## src/rtl/lcd_timing_pkg.sv

```systemverilog
// Shared constants and types for the LCD video timing generator:
// 720p default geometry, counter width, colour-bar palette and pipeline records.
package lcd_timing_pkg;

  localparam int CNT_W = 12;

  // 1280x720 @ 74.25 MHz pixel clock
  localparam int H_ACTIVE_720P = 1280;
  localparam int H_FP_720P     = 110;
  localparam int H_SYNC_720P   = 40;
  localparam int H_BP_720P     = 220;
  localparam int V_ACTIVE_720P = 720;
  localparam int V_FP_720P     = 5;
  localparam int V_SYNC_720P   = 5;
  localparam int V_BP_720P     = 20;

  // Colour bars, left to right
  localparam int          NUM_BARS    = 8;
  localparam logic [23:0] BAR_WHITE   = 24'hFFFFFF;
  localparam logic [23:0] BAR_YELLOW  = 24'hFFFF00;
  localparam logic [23:0] BAR_CYAN    = 24'h00FFFF;
  localparam logic [23:0] BAR_GREEN   = 24'h00FF00;
  localparam logic [23:0] BAR_MAGENTA = 24'hFF00FF;
  localparam logic [23:0] BAR_RED     = 24'hFF0000;
  localparam logic [23:0] BAR_BLUE    = 24'h0000FF;
  localparam logic [23:0] BAR_BLACK   = 24'h000000;

  typedef enum logic {
    ST_IDLE = 1'b0,
    ST_RUN  = 1'b1
  } state_e;

  // Request stage: one cycle after the counters
  typedef struct packed {
    logic             run;
    logic             req;
    logic             fs;
    logic [CNT_W-1:0] x;
    logic [CNT_W-1:0] y;
  } stage1_t;

  // Pin stage: one cycle after the request stage
  typedef struct packed {
    logic        de;
    logic        hs;
    logic        vs;
    logic [23:0] rgb;
  } stage2_t;

  // Bar index to colour; indices past the last bar (remainder pixels) are black.
  function automatic logic [23:0] bar_colour(input logic [3:0] idx);
    case (idx)
      4'd0:    return BAR_WHITE;
      4'd1:    return BAR_YELLOW;
      4'd2:    return BAR_CYAN;
      4'd3:    return BAR_GREEN;
      4'd4:    return BAR_MAGENTA;
      4'd5:    return BAR_RED;
      4'd6:    return BAR_BLUE;
      default: return BAR_BLACK;
    endcase
  endfunction

endpackage

```

## src/rtl/lcd_axis_cnt.sv

```systemverilog
// Generic wrap counter for one video axis: counts 0..TOTAL-1 on inc_i,
// forced to 0 by clr_i, tc_o flags the last count.
module lcd_axis_cnt
  import lcd_timing_pkg::*;
#(
  parameter int TOTAL = 1650
) (
  input  logic             clk,
  input  logic             rstn,
  input  logic             inc_i,
  input  logic             clr_i,
  output logic [CNT_W-1:0] cnt_o,
  output logic             tc_o
);

  localparam logic [CNT_W-1:0] LAST = CNT_W'(TOTAL - 1);

  logic [CNT_W-1:0] cnt_q, cnt_d;

  assign tc_o  = (cnt_q == LAST);
  assign cnt_o = cnt_q;

  // Next count: clear wins over increment, increment wraps at the terminal count.
  always_comb begin
    // NOTE: default assignment first so every path drives cnt_d and no latch is inferred.
    cnt_d = cnt_q;
    if (clr_i) begin
      cnt_d = '0;
    end else if (inc_i) begin
      cnt_d = tc_o ? '0 : cnt_q + 1'b1;
    end
  end

  // Count register.
  always_ff @(posedge clk or negedge rstn) begin
    // NOTE: non-blocking assignment so every flop samples pre-edge values, independent of block order.
    if (!rstn) cnt_q <= '0;
    else       cnt_q <= cnt_d;
  end

endmodule

```

## src/rtl/lcd_timing_gen.sv

```systemverilog
// LCD/HDMI video timing generator (pixel clock domain).
// Counters -> request stage (pix_req/req_x/req_y/frame_start) -> pin stage
// (lcd_de/hs/vs/rgb). Frames are always completed; en is honoured only at
// the last cycle of a frame or while idle.
// Optional build macro LCD_TIMING_TEST_PATTERN_EN: replace rgb_in with eight
// vertical colour bars on the lcd_r/g/b pins.
module lcd_timing_gen
  import lcd_timing_pkg::*;
#(
  parameter int H_ACTIVE = H_ACTIVE_720P,
  parameter int H_FP     = H_FP_720P,
  parameter int H_SYNC   = H_SYNC_720P,
  parameter int H_BP     = H_BP_720P,
  parameter int V_ACTIVE = V_ACTIVE_720P,
  parameter int V_FP     = V_FP_720P,
  parameter int V_SYNC   = V_SYNC_720P,
  parameter int V_BP     = V_BP_720P,
  parameter bit HS_POL   = 1'b1,
  parameter bit VS_POL   = 1'b1
) (
  input  logic             clk,
  input  logic             rstn,
  input  logic             en,
  output logic             pix_req,
  output logic [CNT_W-1:0] req_x,
  output logic [CNT_W-1:0] req_y,
  output logic             frame_start,
  input  logic [23:0]      rgb_in,
  output logic             lcd_de,
  output logic             lcd_hs,
  output logic             lcd_vs,
  output logic [7:0]       lcd_r,
  output logic [7:0]       lcd_g,
  output logic [7:0]       lcd_b
);

  localparam int H_TOTAL = H_ACTIVE + H_FP + H_SYNC + H_BP;
  localparam int V_TOTAL = V_ACTIVE + V_FP + V_SYNC + V_BP;

  localparam logic [CNT_W-1:0] H_ACT_C    = CNT_W'(H_ACTIVE);
  localparam logic [CNT_W-1:0] V_ACT_C    = CNT_W'(V_ACTIVE);
  localparam logic [CNT_W-1:0] HS_START_C = CNT_W'(H_ACTIVE + H_FP);
  localparam logic [CNT_W-1:0] HS_END_C   = CNT_W'(H_ACTIVE + H_FP + H_SYNC);
  localparam logic [CNT_W-1:0] VS_START_C = CNT_W'(V_ACTIVE + V_FP);
  localparam logic [CNT_W-1:0] VS_END_C   = CNT_W'(V_ACTIVE + V_FP + V_SYNC);

  state_e           state_q, state_d;
  logic             run;
  logic [CNT_W-1:0] h_cnt, v_cnt;
  logic             h_tc, v_tc;
  logic             frame_end;
  stage1_t          s1_q, s1_d;
  stage2_t          s2_q, s2_d;
  logic [23:0]      pix_rgb;

  // ---------------------------------------------------------------- counters
  lcd_axis_cnt #(.TOTAL(H_TOTAL)) u_h_cnt (
    .clk   (clk),
    .rstn  (rstn),
    .inc_i (run),
    .clr_i (!run),
    .cnt_o (h_cnt),
    .tc_o  (h_tc)
  );

  lcd_axis_cnt #(.TOTAL(V_TOTAL)) u_v_cnt (
    .clk   (clk),
    .rstn  (rstn),
    .inc_i (run && h_tc),
    .clr_i (!run),
    .cnt_o (v_cnt),
    .tc_o  (v_tc)
  );

  assign frame_end = h_tc && v_tc;

  // ---------------------------------------------------------------- control FSM
  // State register.
  always_ff @(posedge clk or negedge rstn) begin
    if (!rstn) state_q <= ST_IDLE;
    else       state_q <= state_d;
  end

  // Next state: start on en, stop only on the last cycle of a frame.
  always_comb begin
    state_d = state_q;
    case (state_q)
      ST_IDLE: if (en)               state_d = ST_RUN;
      ST_RUN:  if (frame_end && !en) state_d = ST_IDLE;
      default:                       state_d = ST_IDLE;
    endcase
  end

  // FSM output: counters advance only while running.
  always_comb begin
    run = (state_q == ST_RUN);
  end

  // ---------------------------------------------------------------- request stage
  // Decode the counters into a pixel request; everything idles at zero.
  always_comb begin
    s1_d     = '0;
    s1_d.run = run;
    if (run) begin
      s1_d.req = (h_cnt < H_ACT_C) && (v_cnt < V_ACT_C);
      s1_d.fs  = (h_cnt == '0) && (v_cnt == '0);
      s1_d.x   = h_cnt;
      s1_d.y   = v_cnt;
    end
  end

  // Request stage register.
  always_ff @(posedge clk or negedge rstn) begin
    if (!rstn) s1_q <= '0;
    else       s1_q <= s1_d;
  end

  assign pix_req     = s1_q.req;
  assign req_x       = s1_q.x;
  assign req_y       = s1_q.y;
  assign frame_start = s1_q.fs;

  // ---------------------------------------------------------------- pixel source
`ifdef LCD_TIMING_TEST_PATTERN_EN
  localparam int               BAR_W    = H_ACTIVE / NUM_BARS;
  localparam logic [CNT_W-1:0] BAR_LAST = CNT_W'(BAR_W - 1);

  logic [CNT_W-1:0] bar_pix_q, bar_pix_d;
  logic [3:0]       bar_idx_q, bar_idx_d;
  logic             unused_rgb;

  assign unused_rgb = ^rgb_in;

  // Track which bar req_x falls in; restarts at h=0 and saturates past the last bar.
  always_comb begin
    bar_pix_d = '0;
    bar_idx_d = '0;
    if (run && (h_cnt != '0)) begin
      if (bar_pix_q == BAR_LAST) begin
        bar_pix_d = '0;
        bar_idx_d = (bar_idx_q == 4'(NUM_BARS)) ? bar_idx_q : bar_idx_q + 1'b1;
      end else begin
        bar_pix_d = bar_pix_q + 1'b1;
        bar_idx_d = bar_idx_q;
      end
    end
  end

  // Bar position register, aligned with the request stage.
  always_ff @(posedge clk or negedge rstn) begin
    if (!rstn) begin
      bar_pix_q <= '0;
      bar_idx_q <= '0;
    end else begin
      bar_pix_q <= bar_pix_d;
      bar_idx_q <= bar_idx_d;
    end
  end

  // Bars narrower than one pixel cannot be drawn; show black.
  assign pix_rgb = (BAR_W == 0) ? BAR_BLACK : bar_colour(bar_idx_q);
`else
  assign pix_rgb = rgb_in;
`endif

  // ---------------------------------------------------------------- pin stage
  // Syncs decode the request-stage coordinates so hs/vs/de stay aligned.
  always_comb begin
    s2_d     = '0;
    s2_d.de  = s1_q.req;
    s2_d.hs  = (s1_q.run && (s1_q.x >= HS_START_C) && (s1_q.x < HS_END_C)) ? HS_POL : ~HS_POL;
    s2_d.vs  = (s1_q.run && (s1_q.y >= VS_START_C) && (s1_q.y < VS_END_C)) ? VS_POL : ~VS_POL;
    s2_d.rgb = s1_q.req ? pix_rgb : '0;
  end

  // Pin stage register; syncs rest at their inactive level.
  always_ff @(posedge clk or negedge rstn) begin
    if (!rstn) begin
      s2_q    <= '0;
      s2_q.hs <= ~HS_POL;
      s2_q.vs <= ~VS_POL;
    end else begin
      s2_q    <= s2_d;
    end
  end

  assign lcd_de = s2_q.de;
  assign lcd_hs = s2_q.hs;
  assign lcd_vs = s2_q.vs;
  assign lcd_r  = s2_q.rgb[23:16];
  assign lcd_g  = s2_q.rgb[15:8];
  assign lcd_b  = s2_q.rgb[7:0];

  // Line and frame totals must fit the counters.
  a_geometry_fits: assert property (@(posedge clk)
    (H_TOTAL < (1 << CNT_W)) && (V_TOTAL < (1 << CNT_W)))
    else $error("lcd_timing_gen: timing totals exceed the counter width");

endmodule

```

## config.mk

```make
export PLATFORM = sky130hd
export DESIGN_NAME = lcd_timing_gen
export DESIGN_NICKNAME = d
export VERILOG_FILES = /design/src/rtl/lcd_timing_pkg.sv /design/src/rtl/lcd_axis_cnt.sv /design/src/rtl/lcd_timing_gen.sv
export SDC_FILE = /design/constraint.sdc
export NUM_CORES = 1
export LEC_CHECK = 0
export ABC_AREA = 0
export CORE_MARGIN = 10
export CORE_UTILIZATION = 45
export CTS_CLUSTER_SIZE = 12
export DETAILED_ROUTE_END_ITERATION = 16
export PLACE_DENSITY = 0.82
export SLEW_MARGIN = 5
export SYNTH_ARGS = -nofsm -noshare
export SYNTH_HDL_FRONTEND = slang
export SYNTH_SLANG_ARGS = --single-unit
```

## constraint.sdc

```tcl
create_clock -name clk -period 4.8 [get_ports clk]
set_input_delay 1.2 -clock clk [delete_from_list [all_inputs] [get_ports clk]]
set_output_delay 1.2 -clock clk [all_outputs]
set_load 0.005 [all_outputs]
```

==> results.cfg <==
[floorplanning]
die_area_um2 = 11400
die_y_um = 107
num_io_pins = 80
rows = 31
core_um2 = 7290
start_util = 0.464
die_width_um = 107

[sta]
tightest_slew_ns = 0.922
period_minus_slack_ns = 2.91
skew_ns = 0.0136
fin_tns_setup_ns = 0
period_share = 0.606
setup_viol = 0
hold_viol = 0
setup_slack_ns = 1.89
rsz0062_at_grt = false
relSlewSlack = 0.385
clock.fmax_mhz = 344
maxSlewViolCount = 0

[min_path]
worstHoldStart = req_x[11]$_DFF_PN0_
worst_hold_path_type = reg -> reg

[global_route]
grt_pass1_wl_um = 12500
grt_max_degree = 80
antenna_found_initial = 0
grt_pass1_vias = 2417
grt_remaining_overflow = 0
grt_usage = 0.138

[clock_network]
clk_pin_slew_ns = 0.08
cts-resized-gates = 0
cts_tree = done
cts_root_buf = clkbuf_8
numCtsBuffers = 9
cts_hold_buf = 0
clockBufferDepth = 2
h-tree-depth = 3
clkLatencyLatePin_ns = 0.36
clkSinkCount = 79
post_cts_buffers = 0

[drt]
first_pass_iters = 4
ant_nets = 0
vias_per_cell = 5.10
drc = 0
vias = 2375
drtIter0Drc = 223
avgRoutedWirePerCell_um = 16.8
routed_wl_um = 7820

[cells_and_area]
diodes = 0
fill_cells = 596
final_util = 0.587
nets = 395
synthToLayoutAreaGrowth_pct = 26.6
drive_gt1_frac = 0.0545

[synthesis]
syn_inst = 305
synth.avg_cell_area_um2 = 11.1
synth_top_area_share = 0.585
synth_nets = 338
synth_ff_type = dfrtp_1
ys_top_cells_by_area = dfrtp_1, and2_1, buf_4
synth-warning-count = 0
synth-seq-cells = 79
seq_area_frac_synth = 0.585
yosysTopAreaCell = dfrtp_1
netlist_area_um2 = 3380
synthArstFlopShare = 1.00
synth_cell_types = 43
synth-edff-count = 0

[placement]
portBuffers = 79
gp_congestion = 0.884
dpl.hpwl_um = 5760
dp_slack_ns = 2.30

[power_and_ir_drop]
ir_drop_v = 0.000158
leakagePower_nw = 1.82
swShare = 0.223
p_clk_frac = 0.400
power_frac_seq = 0.548
power.density_nw_per_um2 = 289
p_switching_mw = 0.276
combPwrFrac = 0.052
p_int_mw = 0.960

[critical_path]
cp-startpoint = pix_req$_DFF_PN0_
crit_cells = 1
cp_cell_sequence = clkdlybuf4s50_1
critPathArrivalTime_ns = 1.71
crit_end = pix_req
cpPeakStageDelay_ns = 0.73
crit_path_max_fanout = 26
slowest_stage = dfrtp_1
r2r_setup_slack_ns = 2.45
path_class = reg -> out
crit_required_ns = 3.60
cp-end-kind = output pin
reg2regPathDepth = 3
cp-start-kind = flip-flop
regToRegEndpoint = pix_req$_DFF_PN0_
r2r_start = run$_DFF_PN0_
critPathTopFamily = flip-flops
path_buf_inv = 1

[job]
cap_violations = 0

[outcome]
status = finished clean
==> through the flow <==
step	power (mW)	cell area, um^2	instances	hold slack (ns)
after floorplan	0.700	3380	305	0.349
final	1.24	4280	466	0.438
after detailed placement	0.757	4080	450	0.433
after global routing	1.28	4280	466	0.458
after global placement	0.754	4080	450	0.429
after CTS	1.25	4280	466	0.443
==> logic make-up after synthesis <==
| family | count (synthesis) | share of synthesized area |
|---|---|---|
| DFF | 79 | 0.585 |
| buffers and inverters | 43 | 0.0755 |
| and+or+nand+nor | 134 | 0.229 |
| AOI/OAI and AO/OA | 34 | 0.0648 |
| xor gates and xnor gates | 9 | 0.0233 |
| adders and majority gates | 6 | 0.0222 |
==> sequential cells by signal, summed over array words and instances (netlist names), 8 cells and up <==
signal         count
u_v_cnt.cnt_o     12
req_y             12
lcd_g              8
u_h_cnt.cnt_o     12
lcd_r              8
lcd_b              8
req_x             12
==> layout by cell type, fill, tap and decap left out, types with 6 or more instances in the layout <==
master	count
inv_1	9
or3_1	7
nor3_1	8
clkbuf_8	9
xnor2_1	8
nand2_1	13
clkdlybuf4s50_1	78
nand3_1	6
a21oi_1	10
dfrtp_1	79
and2_1	43
nand4_1	8
nor2_1	25
o21ai_0	9
ha_1	6
==> cells in the mapped netlist, drive strengths merged, types with 2 or more instances <==
master,instances
dfrtp,79
and2,43
buf,27
nor2,25
nand2,13
a21oi,10
o21ai,10
inv,9
nand4,8
nor3,8
or3,8
xnor2,8
nand3,7
clkbuf,6
ha,6
nor4,5
o2111ai,3
or4,3
a31oi,2
a41oi,2
and4b,2
nand2b,2
nand4b,2
nor3b,2
nor4b,2
==> final cells by class <==
class                      count  area (um^2)  area share
sequential                    79         1980       0.462
timing repair buffer          79          788       0.184
clock buffer                   9          124      0.0289
clock inverter                 7         80.1      0.0187
tap                           99          124      0.0289
inverter                      10         37.5     0.00877
multi-input combinational    183         1150       0.268
==> worst min-delay path by stage <==
stage                               endpoint  slack [ns]  cells past startpoint
after floorplan           s1_q[26]$_DFF_PN0_        0.35                      0
after global placement      lcd_hs$_DFF_PN0_        0.43                      1
after detailed placement    lcd_hs$_DFF_PN0_        0.43                      1
after CTS                   lcd_hs$_DFF_PN0_        0.44                      1
after global routing        lcd_hs$_DFF_PN0_        0.46                      1
final                       lcd_hs$_DFF_PN0_        0.44                      1
==> metal layers <==
layer  wire [um]  track usage  part of all wire
met1        3410        0.168              0.44
met2        3570        0.214              0.46
met3         731       0.0545             0.093
met4         113       0.0522             0.014
met5           0            0                 0
==> power by group through the flow <==
| stage | registers (mW) | logic [mW] | clock network [mW] |
|---|---|---|---|
| 5_1_grt | 0.679 | 0.0696 | 0.535 |
| 4_1_cts | 0.678 | 0.0658 | 0.508 |
| 3_5_place_dp | 0.691 | 0.0652 | 0 |
| 3_3_place_gp | 0.691 | 0.0629 | 0 |
| 2_1_floorplan | 0.693 | 0.00694 | 0 |
| 6_report | 0.678 | 0.0639 | 0.494 |
==> worst register-to-register path, cell delays in order (launching register included) <==
cell,delay [ns]
dfrtp_1,0.77
clkinv_1,0.42
or4_1,0.57
a2111oi_0,0.45
No activity file was read; power rests on OpenSTA's default activity.
